<file path="config.mk">
export PLATFORM = sky130hd
export DESIGN_NAME = wl_mult_arb
export DESIGN_NICKNAME = d
export VERILOG_FILES = /design/src/rtl/wl_pkg.sv /design/src/rtl/wl_rr_arb.sv /design/src/rtl/wl_mult_arb.sv
export SDC_FILE = /design/constraint.sdc
export NUM_CORES = 1
export LEC_CHECK = 0
export CAP_MARGIN = 40
export CORE_UTILIZATION = 43
export DETAILED_ROUTE_END_ITERATION = 12
export GPL_ROUTABILITY_DRIVEN = 0
export PLACE_DENSITY = 0.82
export SETUP_SLACK_MARGIN = 0.4
export SLEW_MARGIN = 40
export SYNTH_ARGS = -nofsm -noshare
export SYNTH_HDL_FRONTEND = slang
export SYNTH_SLANG_ARGS = --single-unit
</file>
<file path="constraint.sdc">
create_clock -name clk -period 4.5 [get_ports clk]
set_input_delay 0.675 -clock clk [delete_from_list [all_inputs] [get_ports clk]]
set_output_delay 0.675 -clock clk [all_outputs]
set_load 0.05 [all_outputs]
</file>
<file path="src/rtl/wl_pkg.sv">
// Shared helpers and tag type for the wl shared-multiplier controllers.
// Tag ids are sized for the largest supported requester count; users compare only the low bits they need.
package wl_pkg;

  function automatic int clog2(input int n);
    int r;
    r = 0;
    for (int i = 0; i < 31; i++) begin
      if ((1 << i) < n) r = i + 1;
    end
    return (r < 1) ? 1 : r;
  endfunction

  localparam int NREQ_MAX = 8;
  localparam int IDW_MAX  = clog2(NREQ_MAX);

  typedef struct packed {
    logic               valid;
    logic [IDW_MAX-1:0] id;
  } tag_t;

endpackage

</file>
<file path="src/rtl/wl_rr_arb.sv">
// Combinational round-robin arbiter: one-hot grant to the first eligible requester at or after ptr.
// Zero latency; no grant when nothing is eligible. ptr must be below NREQ.
module wl_rr_arb
  import wl_pkg::*;
#(
  parameter int NREQ = 4,
  parameter int IDW  = clog2(NREQ)
) (
  input  logic [NREQ-1:0] elig,
  input  logic [IDW-1:0]  ptr,
  output logic [NREQ-1:0] gnt,
  output logic [IDW-1:0]  gnt_idx,
  output logic            gnt_vld
);

  logic [IDW:0] cand;

  // One extra bit on cand so ptr+k cannot overflow before the modulo wrap.
  always_comb begin
    gnt     = '0;
    gnt_idx = '0;
    gnt_vld = 1'b0;
    cand    = '0;
    for (int k = 0; k < NREQ; k++) begin
      cand = {1'b0, ptr} + (IDW+1)'(k);
      if (cand >= (IDW+1)'(NREQ)) cand = cand - (IDW+1)'(NREQ);
      if (!gnt_vld && elig[cand[IDW-1:0]]) begin
        gnt_vld            = 1'b1;
        gnt_idx            = cand[IDW-1:0];
        gnt[cand[IDW-1:0]] = 1'b1;
      end
    end
  end

endmodule

</file>
<file path="src/rtl/wl_mult_arb.sv">
// Shares one LAT-cycle multiplier between NREQ requesters; request-to-response latency LAT+1.
// Issue is throttled by per-requester credits (MAXOUT in flight); responses have no backpressure.
module wl_mult_arb
  import wl_pkg::*;
#(
  parameter int NREQ   = 4,
  parameter int IW     = 8,
  parameter int OW     = 8,
  parameter int LAT    = 4,
  parameter int MAXOUT = 2
) (
  input  logic                 clk,
  input  logic                 rst,
  input  logic [NREQ-1:0]      req_valid,
  input  logic [NREQ*2*IW-1:0] req_din,
  output logic [NREQ-1:0]      req_ready,
  output logic [2*IW-1:0]      mul_din,
  input  logic [OW-1:0]        mul_dout,
  output logic [NREQ-1:0]      rsp_valid,
  output logic [OW-1:0]        rsp_dout,
  output logic                 busy
);

  localparam int IDW = clog2(NREQ);
  localparam int CW  = clog2(MAXOUT + 1);

  tag_t               tag_q [LAT];
  logic [IDW-1:0]     ptr_q;
  logic [CW-1:0]      credit_q [NREQ];
  logic [NREQ-1:0]    elig;
  logic [NREQ-1:0]    gnt;
  logic [IDW-1:0]     gnt_idx;
  logic               gnt_vld;
  logic               ret_vld;
  logic [IDW_MAX-1:0] ret_id;
  logic [NREQ-1:0]    ret_hot;

  // Gating with rst keeps the combinational outputs quiet while reset is held.
  always_comb begin
    elig = '0;
    for (int i = 0; i < NREQ; i++) begin
      elig[i] = req_valid[i] && (credit_q[i] < CW'(MAXOUT)) && !rst;
    end
  end

  wl_rr_arb #(
    .NREQ (NREQ),
    .IDW  (IDW)
  ) u_arb (
    .elig    (elig),
    .ptr     (ptr_q),
    .gnt     (gnt),
    .gnt_idx (gnt_idx),
    .gnt_vld (gnt_vld)
  );

  assign req_ready = gnt;

  always_comb begin
    mul_din = '0;
    for (int i = 0; i < NREQ; i++) begin
      if (gnt[i]) mul_din = req_din[i*2*IW +: 2*IW];
    end
  end

  always_ff @(posedge clk or posedge rst) begin
    if (rst) begin
      for (int s = 0; s < LAT; s++) tag_q[s] <= '0;
    end else begin
      tag_q[0] <= '{valid: gnt_vld, id: IDW_MAX'(gnt_idx)};
      for (int s = 1; s < LAT; s++) tag_q[s] <= tag_q[s-1];
    end
  end

  assign ret_vld = tag_q[LAT-1].valid;
  assign ret_id  = tag_q[LAT-1].id;

  always_comb begin
    ret_hot = '0;
    busy    = 1'b0;
    for (int i = 0; i < NREQ; i++) begin
      ret_hot[i] = ret_vld && (ret_id == IDW_MAX'(i));
    end
    for (int s = 0; s < LAT; s++) begin
      busy = busy | tag_q[s].valid;
    end
  end

  always_ff @(posedge clk or posedge rst) begin
    if (rst) begin
      rsp_valid <= '0;
      rsp_dout  <= '0;
    end else begin
      rsp_valid <= ret_hot;
      if (ret_vld) rsp_dout <= mul_dout;
    end
  end

  always_ff @(posedge clk or posedge rst) begin
    if (rst) begin
      ptr_q <= '0;
    end else if (gnt_vld) begin
      ptr_q <= (gnt_idx == IDW'(NREQ - 1)) ? '0 : gnt_idx + IDW'(1);
    end
  end

  // A credit is returned the edge the tag leaves the pipeline, so it is reusable in the response cycle.
  always_ff @(posedge clk or posedge rst) begin
    if (rst) begin
      for (int i = 0; i < NREQ; i++) credit_q[i] <= '0;
    end else begin
      for (int i = 0; i < NREQ; i++) begin
        if (gnt[i] && !ret_hot[i]) begin
          credit_q[i] <= credit_q[i] + CW'(1);
        end else if (!gnt[i] && ret_hot[i] && (credit_q[i] != '0)) begin
          credit_q[i] <= credit_q[i] - CW'(1);
        end
      end
    end
  end

endmodule

</file>
After elaboration in Yosys (flattened, before gate mapping) --
Cells that the tools add are included.
Storage, ports and cells: register bits 34, bits in latches 0, RAM bits 0, memory bits (read-only) 0, output and inout bits 33, logic and storage cells 154, memories 0
Operators by class: $add $sub $neg 16, multiply operators 0, divide/modulo/power cells 0, order comparisons 16, eq/ne operators 4, shift operators 0, multiplexer cells 45, bitwise logic cells 6, reduce and logical (&&, ||, !) cells 52
Operators by type and width (count):
- $mux 16 | 4
- $mux 2 | 17
- $logic_and 1x1->1 | 31
- $mux 4 | 4
- $reduce_bool 2->1 | 8
- $sub 2x1->2 const B | 8
- $logic_not 1->1 | 12
- $lt 2x3->1 const B | 4
- $mux 1 | 12
- $or 4x4->4 | 3
- $add 2x1->2 const B | 5
- $ge 3x3->1 const B | 3
- $bmux 1 s2 | 4
- $demux 1 s2 | 4
- $ge 2x1->1 const B | 4
- $lt 2x2->1 const B | 4
- $add 2x2->3 const B | 2
- $eq 2x2->1 const B | 3
- $add 2x1->3 const B | 1
- $ge 2x3->1 const B | 1
- $logic_not 3->1 | 1
- $or 1x1->1 | 3
- $eq 2x1->1 const B | 1

Depth between registers and ports, before layout --
Gate-level depths: netlist (run 1).
word-level depth 20, gate-level depth with buffers 12, gate-level depth less buffers 10

By module --
Synthesis (run 1) repeated with hierarchy kept, for this count alone.
Unflattened totals: cells, all modules 223, area, all modules 2353.5 µm²
By module, submodules not included:
- wl_mult_arb | times used 1, cells an instance 178, area each 1934.4 µm², seq. area each 850.8 µm²
- wl_rr_arb | times used 1, cells an instance 45, area each 419.2 µm², seq. area each 0.0 µm²

Worst setup path before layout (run 1) --
No wires, ideal clock.
path kind reg2out, from reg with a tool-made name, to out mul_din[0], arrival time 3602 ps, slack 223 ps, stages on the path, launching flop included 11, path through dfrtp_1 buf_4 inv_1 ha_1 nor2b_1 o21ai_0 a2111oi_2 a211oi_4 a211oi_4 a221oi_1 o31ai_1
RTL lines:
- to (decl) | line wl_mult_arb.sv:17 | output logic [2*IW-1:0] mul_din,

Worst setup path in the final report (run 1) --
from in rst, to out mul_din[0]
Between the ends: cells in the longest elaborated chain, start to end 18
Ends and longest elaborated chain:
- from (decl) | line wl_mult_arb.sv:13 | input logic rst,
- $logic_not 1->1 (no line) (*)
- $logic_and 1x1->1 | line wl_mult_arb.sv:42 | elig[i] = req_valid[i] && (credit_q[i] < CW'(MAXOUT)) && !rst;
- $bmux 1 s2 | line wl_rr_arb.sv:27 | if (!gnt_vld && elig[cand[IDW-1:0]]) begin
- $mux 1 (implied by the code) | line wl_rr_arb.sv:27
- $mux 1 | line wl_rr_arb.sv:27
- $logic_not 1->1 | line wl_rr_arb.sv:27
- $logic_and 1x1->1 | line wl_rr_arb.sv:27
- $mux 1 | line wl_rr_arb.sv:27
- $logic_not 1->1 | line wl_rr_arb.sv:27
- $logic_and 1x1->1 | line wl_rr_arb.sv:27
- $mux 1 | line wl_rr_arb.sv:27
- $logic_not 1->1 | line wl_rr_arb.sv:27
- $logic_and 1x1->1 | line wl_rr_arb.sv:27
- $mux 4 (*) | line wl_rr_arb.sv:27
- $mux 16 (3 in series) | line wl_mult_arb.sv:62 | if (gnt[i]) mul_din = req_din[i*2*IW +: 2*IW];
- $mux 16 (*) | line wl_mult_arb.sv:62
Every way passes the cells marked *; elsewhere a longest branch is shown, timed or not. The select of a mux whose other input is x is not followed.

==> impl_metrics.json, run 1 <==
{
  "drv_slew": 0,
  "vias": 2519,
  "reg2reg_depth": 11,
  "start_util_pct": 45.29,
  "synthesis.nets": 341,
  "syn_inst": 257,
  "portBuffers": 110,
  "final_antenna_net_count": 0,
  "finalClockSkew_ns": 0.003671,
  "min_path_type": "register to register",
  "tns_ns": 0,
  "cp-start-kind": "primary input",
  "synth_async_sr_flop_share_pct": 100.0,
  "n_antenna_cell": 0,
  "critPathRequiredTime_ns": 3.83,
  "drive_above_1_share_pct": 27.20,
  "grt_max_degree": 39,
  "max_cap_violations": 0,
  "grt_pass1_wl_um": 11120,
  "grt_pass1_vias": 2365,
  "dr.pass1.iters": 4,
  "cts.sinks": 34,
  "grt-ovfl-total": 0,
  "io_pins": 111,
  "worstSkewPairLatency_ns": 0.28,
  "fp.dieH_um": 78.86,
  "hold-worst-slack_ns": 0.3504,
  "post-place-ws_ns": 0.2315,
  "slew_headroom_pct": 62.07,
  "die_area_um2": 6218,
  "worstSetupPathType": "primary input to output pin",
  "finish.instance_area_um2": 4015,
  "n_fill_cell": 403,
  "fin_ws_ns": 0.4924,
  "rrSetupSlack_ns": 1.60,
  "synth_most_common_cell": "dfrtp_1",
  "dpl_cell_area_um2": 3720,
  "path_clk_slew_ns": 0.06,
  "synth_edf_count": 0,
  "timing.hold.worst_path_depth": 0,
  "cts_tree": "done",
  "wl_per_cell_um": 17.12,
  "r2r-end": "credit_q[3]",
  "setup_viol": 0,
  "clockRootBuffer": "clkbuf_8",
  "syn_avg_cell_area_um2": 9.883,
  "synth.top_cells.by_area": "dfrtp_1 (33%), a221oi_2 (6.5%), o31ai_2 (4.9%)",
  "yosys_warnings": 0,
  "hold_path_startpoint": "tag_q[13]",
  "clk_path_buf_depth": 2,
  "drcViolationCount": 0,
  "r2r_start": "ptr_q[1]",
  "numCtsBuffers": 5,
  "tightest_slew_ns": 0.5678,
  "grtUsageTotal_pct": 23.01,
  "via_per_inst": 5.635,
  "hold_viol_final": 0,
  "synth_top_area_share_pct": 33.50,
  "hpwlAfterDp_um": 5305,
  "rsz0062_at_grt": "false",
  "synthFlopType": "dfrtp_1",
  "period_share_pct": 89.06,
  "synthDistinctLibCells": 55,
  "synthTopCellsByCount": "dfrtp_1 (34), nand2_1 (29), nor2_1 (23)",
  "die_w_um": 78.86,
  "fin_crit_ns": 4.008,
  "htreeDepth": 2,
  "status": "completed",
  "antenna_found_initial": 0,
  "drt_iter0_drc": 128,
  "areaGrowthSynthToFinish_pct": 58.08,
  "core_area_um2": 5608,
  "cp-end-kind": "output pin",
  "path_max_fanout": 11,
  "max_freq_mhz": 249.5,
  "syn-cell-area_um2": 2540,
  "ys_ff_latch": 34,
  "yosysSeqAreaShare_pct": 33.50,
  "layout.nets": 458,
  "postCtsHoldBufs": 0,
  "routed_wl_um": 7653,
  "min_to": "tag_q[9]",
  "crit_arrival_ns": 3.33,
  "yosys.area.top_type": "dfrtp_1",
  "rows": 27
}
registers in the layout (all words and copies together), names as in the netlist, named ones only:
| signal | cells |
|---|---|
| ret_id | 2 |
| tag_q | 9 |
| ret_vld | 1 |
| rsp_dout | 8 |
| credit_q | 8 |
| rsp_valid | 4 |
| ptr_q | 1 |
cells in the final DEF (no fill, tap or decap), drive strengths merged, types with 3 or more instances in the layout:
cell / n
nand3: 7
clkbuf: 9
nand2: 30
nor2b: 3
a21oi: 13
nor3: 4
nor2: 23
xnor2: 4
inv: 11
o31ai: 16
o211ai: 3
a21o: 3
dfrtp: 34
nor3b: 4
o21ai: 9
a211oi: 5
or4b: 4
and2: 3
o2111ai: 3
mux2i: 8
buf: 32
a221oi: 17
mux2: 10
ha: 6
or2: 3
clkdlybuf4s50: 89
area by class of cell:
cell class / count / area, um^2 / share of cell area [%]
multi-input combinational: 197 / 1619 / 40.32
tap: 72 / 90.09 / 2.244
timing repair buffer: 124 / 1292 / 32.19
inverter: 12 / 51.30 / 1.278
clock buffer: 8 / 110.1 / 2.742
sequential: 34 / 852.1 / 21.22
worst max path at each step:
| stage | from | to | slack (ns) | cells past startpoint |
|---|---|---|---|---|
| finish | rst | mul_din[0] | 0.49 | 10 |
| detailed placement | rst | mul_din[2] | 0.23 | 10 |
| global route | req_valid[1] | mul_din[1] | 0.37 | 11 |
| CTS | req_valid[0] | mul_din[2] | 0.43 | 10 |
| global placement | rst | mul_din[2] | 0.29 | 10 |
| floorplan | register | mul_din[10] | 0.52 | 11 |
critical path, cell delays in order:
cell	delay, ns
dlygate4sd2_1	0.33
or4b_4	0.60
nand2_4	0.13
nand3_2	0.12
a211o_4	0.38
a211oi_4	0.37
clkbuf_16	0.24
a221oi_1	0.08
o31ai_2	0.21
buf_6	0.19
per-stage QoR:
| step | std cells | utilization [%] |
|---|---|---|
| floorplan | 257 | - |
| finish | 447 | 71.60 |
| global placement | 431 | 66.33 |
| CTS | 440 | 68.43 |
| global route | 447 | 71.60 |
| detailed placement | 431 | 66.33 |
repair_timing:
action | CTS | global route
endpoints found under the setup margin | 17 | 16
gates resized for setup | 2 | 29
setup buffers | 1 | 6
pin swaps | 1 | 16
gates cloned | 0 | 1
cells by family (layout without fill, tap and decap cells):
kind of cell,after synthesis,count (layout),share of synthesized area (%)
simple gates,91,91,19.90
flops,34,34,33.50
compound gates,77,77,28.57
fa+ha+maj,6,6,2.956
mux,18,18,7.586
buf+inv,26,144,5.763
xor+xnor,5,5,1.724
layer usage:
metal  vias to the layer above  global-route usage [%]  part of all wire, %
met4                         0                   7.818                  2.2
met5                         -                       0                    0
li1                       1195                       -                    -
met3                        20                   5.862                  7.3
met1                      1203                   24.73                   39
met2                       101                   43.39                   51
Power of run 1 is left out: the tool's default activity adds up to more than one toggle a clock period on the data nets, which glitch-free logic cannot reach.
==> run 2: changes to the inputs <==
Settings changed: SLEW_MARGIN 40 to unset.
==> results of run 2 <==
Same layout as run 1: the final DEF is identical, and so are final timing and power.
Power of run 2 is left out for the same reason.
==> run 3: changes to the inputs <==
Settings changed: PLACE_DENSITY 0.82 to 0.84, RECOVER_POWER set to 100.
==> impl_metrics.json, run 3 (synthesis results as in run 1) <==
{
  "routed_wl_um": 7112,
  "status": "finished with violations",
  "areaGrowthSynthToFinish_pct": 51.63,
  "cp_slowest_stage_delay_ns": 0.60,
  "rsz0062_at_grt": "true",
  "tns_ns": 0,
  "cts_tree": "done",
  "path_clk_slew_ns": 0.07,
  "n_antenna_cell": 0,
  "numCtsBuffers": 5,
  "portBuffers": 110,
  "largest_register_ffs": 9,
  "reg2reg_depth": 10,
  "clockRootBuffer": "clkbuf_8",
  "vias": 2436,
  "die_w_um": 78.86,
  "grt_pass1_wl_um": 11510,
  "worstSetupPathType": "primary input to output pin",
  "rrSetupSlack_ns": 1.59,
  "start_util_pct": 45.29,
  "clk_path_buf_depth": 2,
  "layout.nets": 452,
  "slew_headroom_pct": -24.64,
  "antenna_found_initial": 0,
  "regMostFlops": "tag_q",
  "violations": "capacitance limit, slew limit",
  "grt_pass1_vias": 2376,
  "r2r_start": "ptr_q[1]",
  "grt_max_degree": 39,
  "layout_commonest_cell": "clkdlybuf4s50_1",
  "via_per_inst": 5.524,
  "layout_common_cells": "clkdlybuf4s50_1 (75), dfrtp_1 (32), nand2_1 (29)",
  "tightest_slew_ns": 1.870,
  "slowest_stage": "dlygate4sd3_1",
  "final_antenna_net_count": 0,
  "htreeDepth": 2,
  "dr.pass1.iters": 4,
  "crit_arrival_ns": 3.51,
  "critPathCapture": "mul_din[0]",
  "grtUsageTotal_pct": 23.50,
  "die_area_um2": 6218,
  "wl_per_cell_um": 16.13,
  "finalClockSkew_ns": 0.007692,
  "max_freq_mhz": 238.7,
  "max_cap_violations": 1,
  "crit_chain": "dlygate4sd3_1 > or4b_4 > nand2_1 > nand3_4 > a211o_4 > a211oi_4 > buf_12 > a221oi_1 > o31ai_2 > buf_4",
  "critPathRequiredTime_ns": 3.83,
  "path_max_fanout": 16,
  "core_area_um2": 5608,
  "io_pins": 111,
  "rows": 27,
  "drive_above_1_share_pct": 24.66,
  "worstSkewPairLatency_ns": 0.29,
  "grt-ovfl-total": 0,
  "fp.dieH_um": 78.86,
  "min_path_type": "register to register",
  "cts.sinks": 34,
  "cp-start-kind": "primary input",
  "fin_crit_ns": 4.189,
  "setup_viol": 0,
  "drv_slew": 36,
  "r2r-end": "credit_q[4]",
  "hold_viol_final": 0,
  "hpwlAfterDp_um": 5291,
  "drt_iter0_drc": 143,
  "cp-end-kind": "output pin",
  "period_share_pct": 93.09,
  "hold-worst-slack_ns": 0.3464,
  "crit_start": "req_valid[2]",
  "postCtsHoldBufs": 0,
  "reg.largest.list": "tag_q x9, credit_q x8, rsp_dout x8",
  "drcViolationCount": 0
}
==> run 3: changes by cell type in the layout (fill, tap and decap cells not counted), moves of 2 or more <==
cell and delta:
buf_4 +4, dlygate4sd3_1 +14, o21ai_2 -2, o21ai_1 +2, clkbuf_1 +6, buf_6 -12
a221oi_1 -4, a221oi_2 +4, clkbuf_8 -2, clkdlybuf4s50_1 -14, nand2_4 -2
==> run 3: repair_timing <==
item | in CTS | in global routing
pin swaps | 2 | 2
setup endpoints to repair | 17 | 17
buffers inserted | 1 | 2
gates cloned | 0 | 0
gates resized for setup | 4 | 16
==> run 3: worst max-delay path: cells and delay by family <==
family                 cells  cell delay [ns]
AOI/OAI and AO/OA          4             0.94
buffers and inverters      3             1.03
and+or+nand+nor            3             0.85
==> run 3: per-stage QoR <==
step                      instances  setup WS, ns  instance area (um^2)  utilization, %
final                           441        0.3110                  3851           68.67
after global routing            441        0.2033                  3851           68.67
after CTS                       439        0.4066                  3819           68.09
after detailed placement        430        0.2056                  3712           66.20
after global placement          430        0.3364                  3712           66.20
after floorplan                 257        0.5203                  2570               -
==> run 3: worst min path at each step <==
stage	startpoint	endpoint	slack, ns	cells after the start
final	tag_q[4]	ret_id[0]	0.35	0
after global routing	tag_q[4]	ret_id[0]	0.35	0
after CTS	tag_q[4]	ret_id[0]	0.35	0
after detailed placement	tag_q[12]	tag_q[8]	0.34	0
after global placement	tag_q[13]	tag_q[9]	0.33	0
after floorplan	tag_q[4]	ret_id[0]	0.33	0
==> run 3: per-layer routing <==
metal / part of all wire [%] / routed length [um] / GRT usage [%]
met1: 42 / 2965 / 29.08
met2: 50 / 3582 / 41.30
met3: 6.7 / 474 / 5.402
met4: 1.3 / 90 / 5.636
met5: 0 / 0 / 0
==> run 3: final cells by class <==
| type | count | area, um^2 |
|---|---|---|
| well taps | 72 | 90.09 |
| clock buffers | 7 | 86.33 |
| fillers | 427 | 1757 |
| inverters | 12 | 47.55 |
| clock inverters | 1 | 5.005 |
| multi-input cells | 197 | 1620 |
| flip-flops and latches | 34 | 853.3 |
| repair buffers | 118 | 1149 |
Power of run 3 is left out for the same reason.
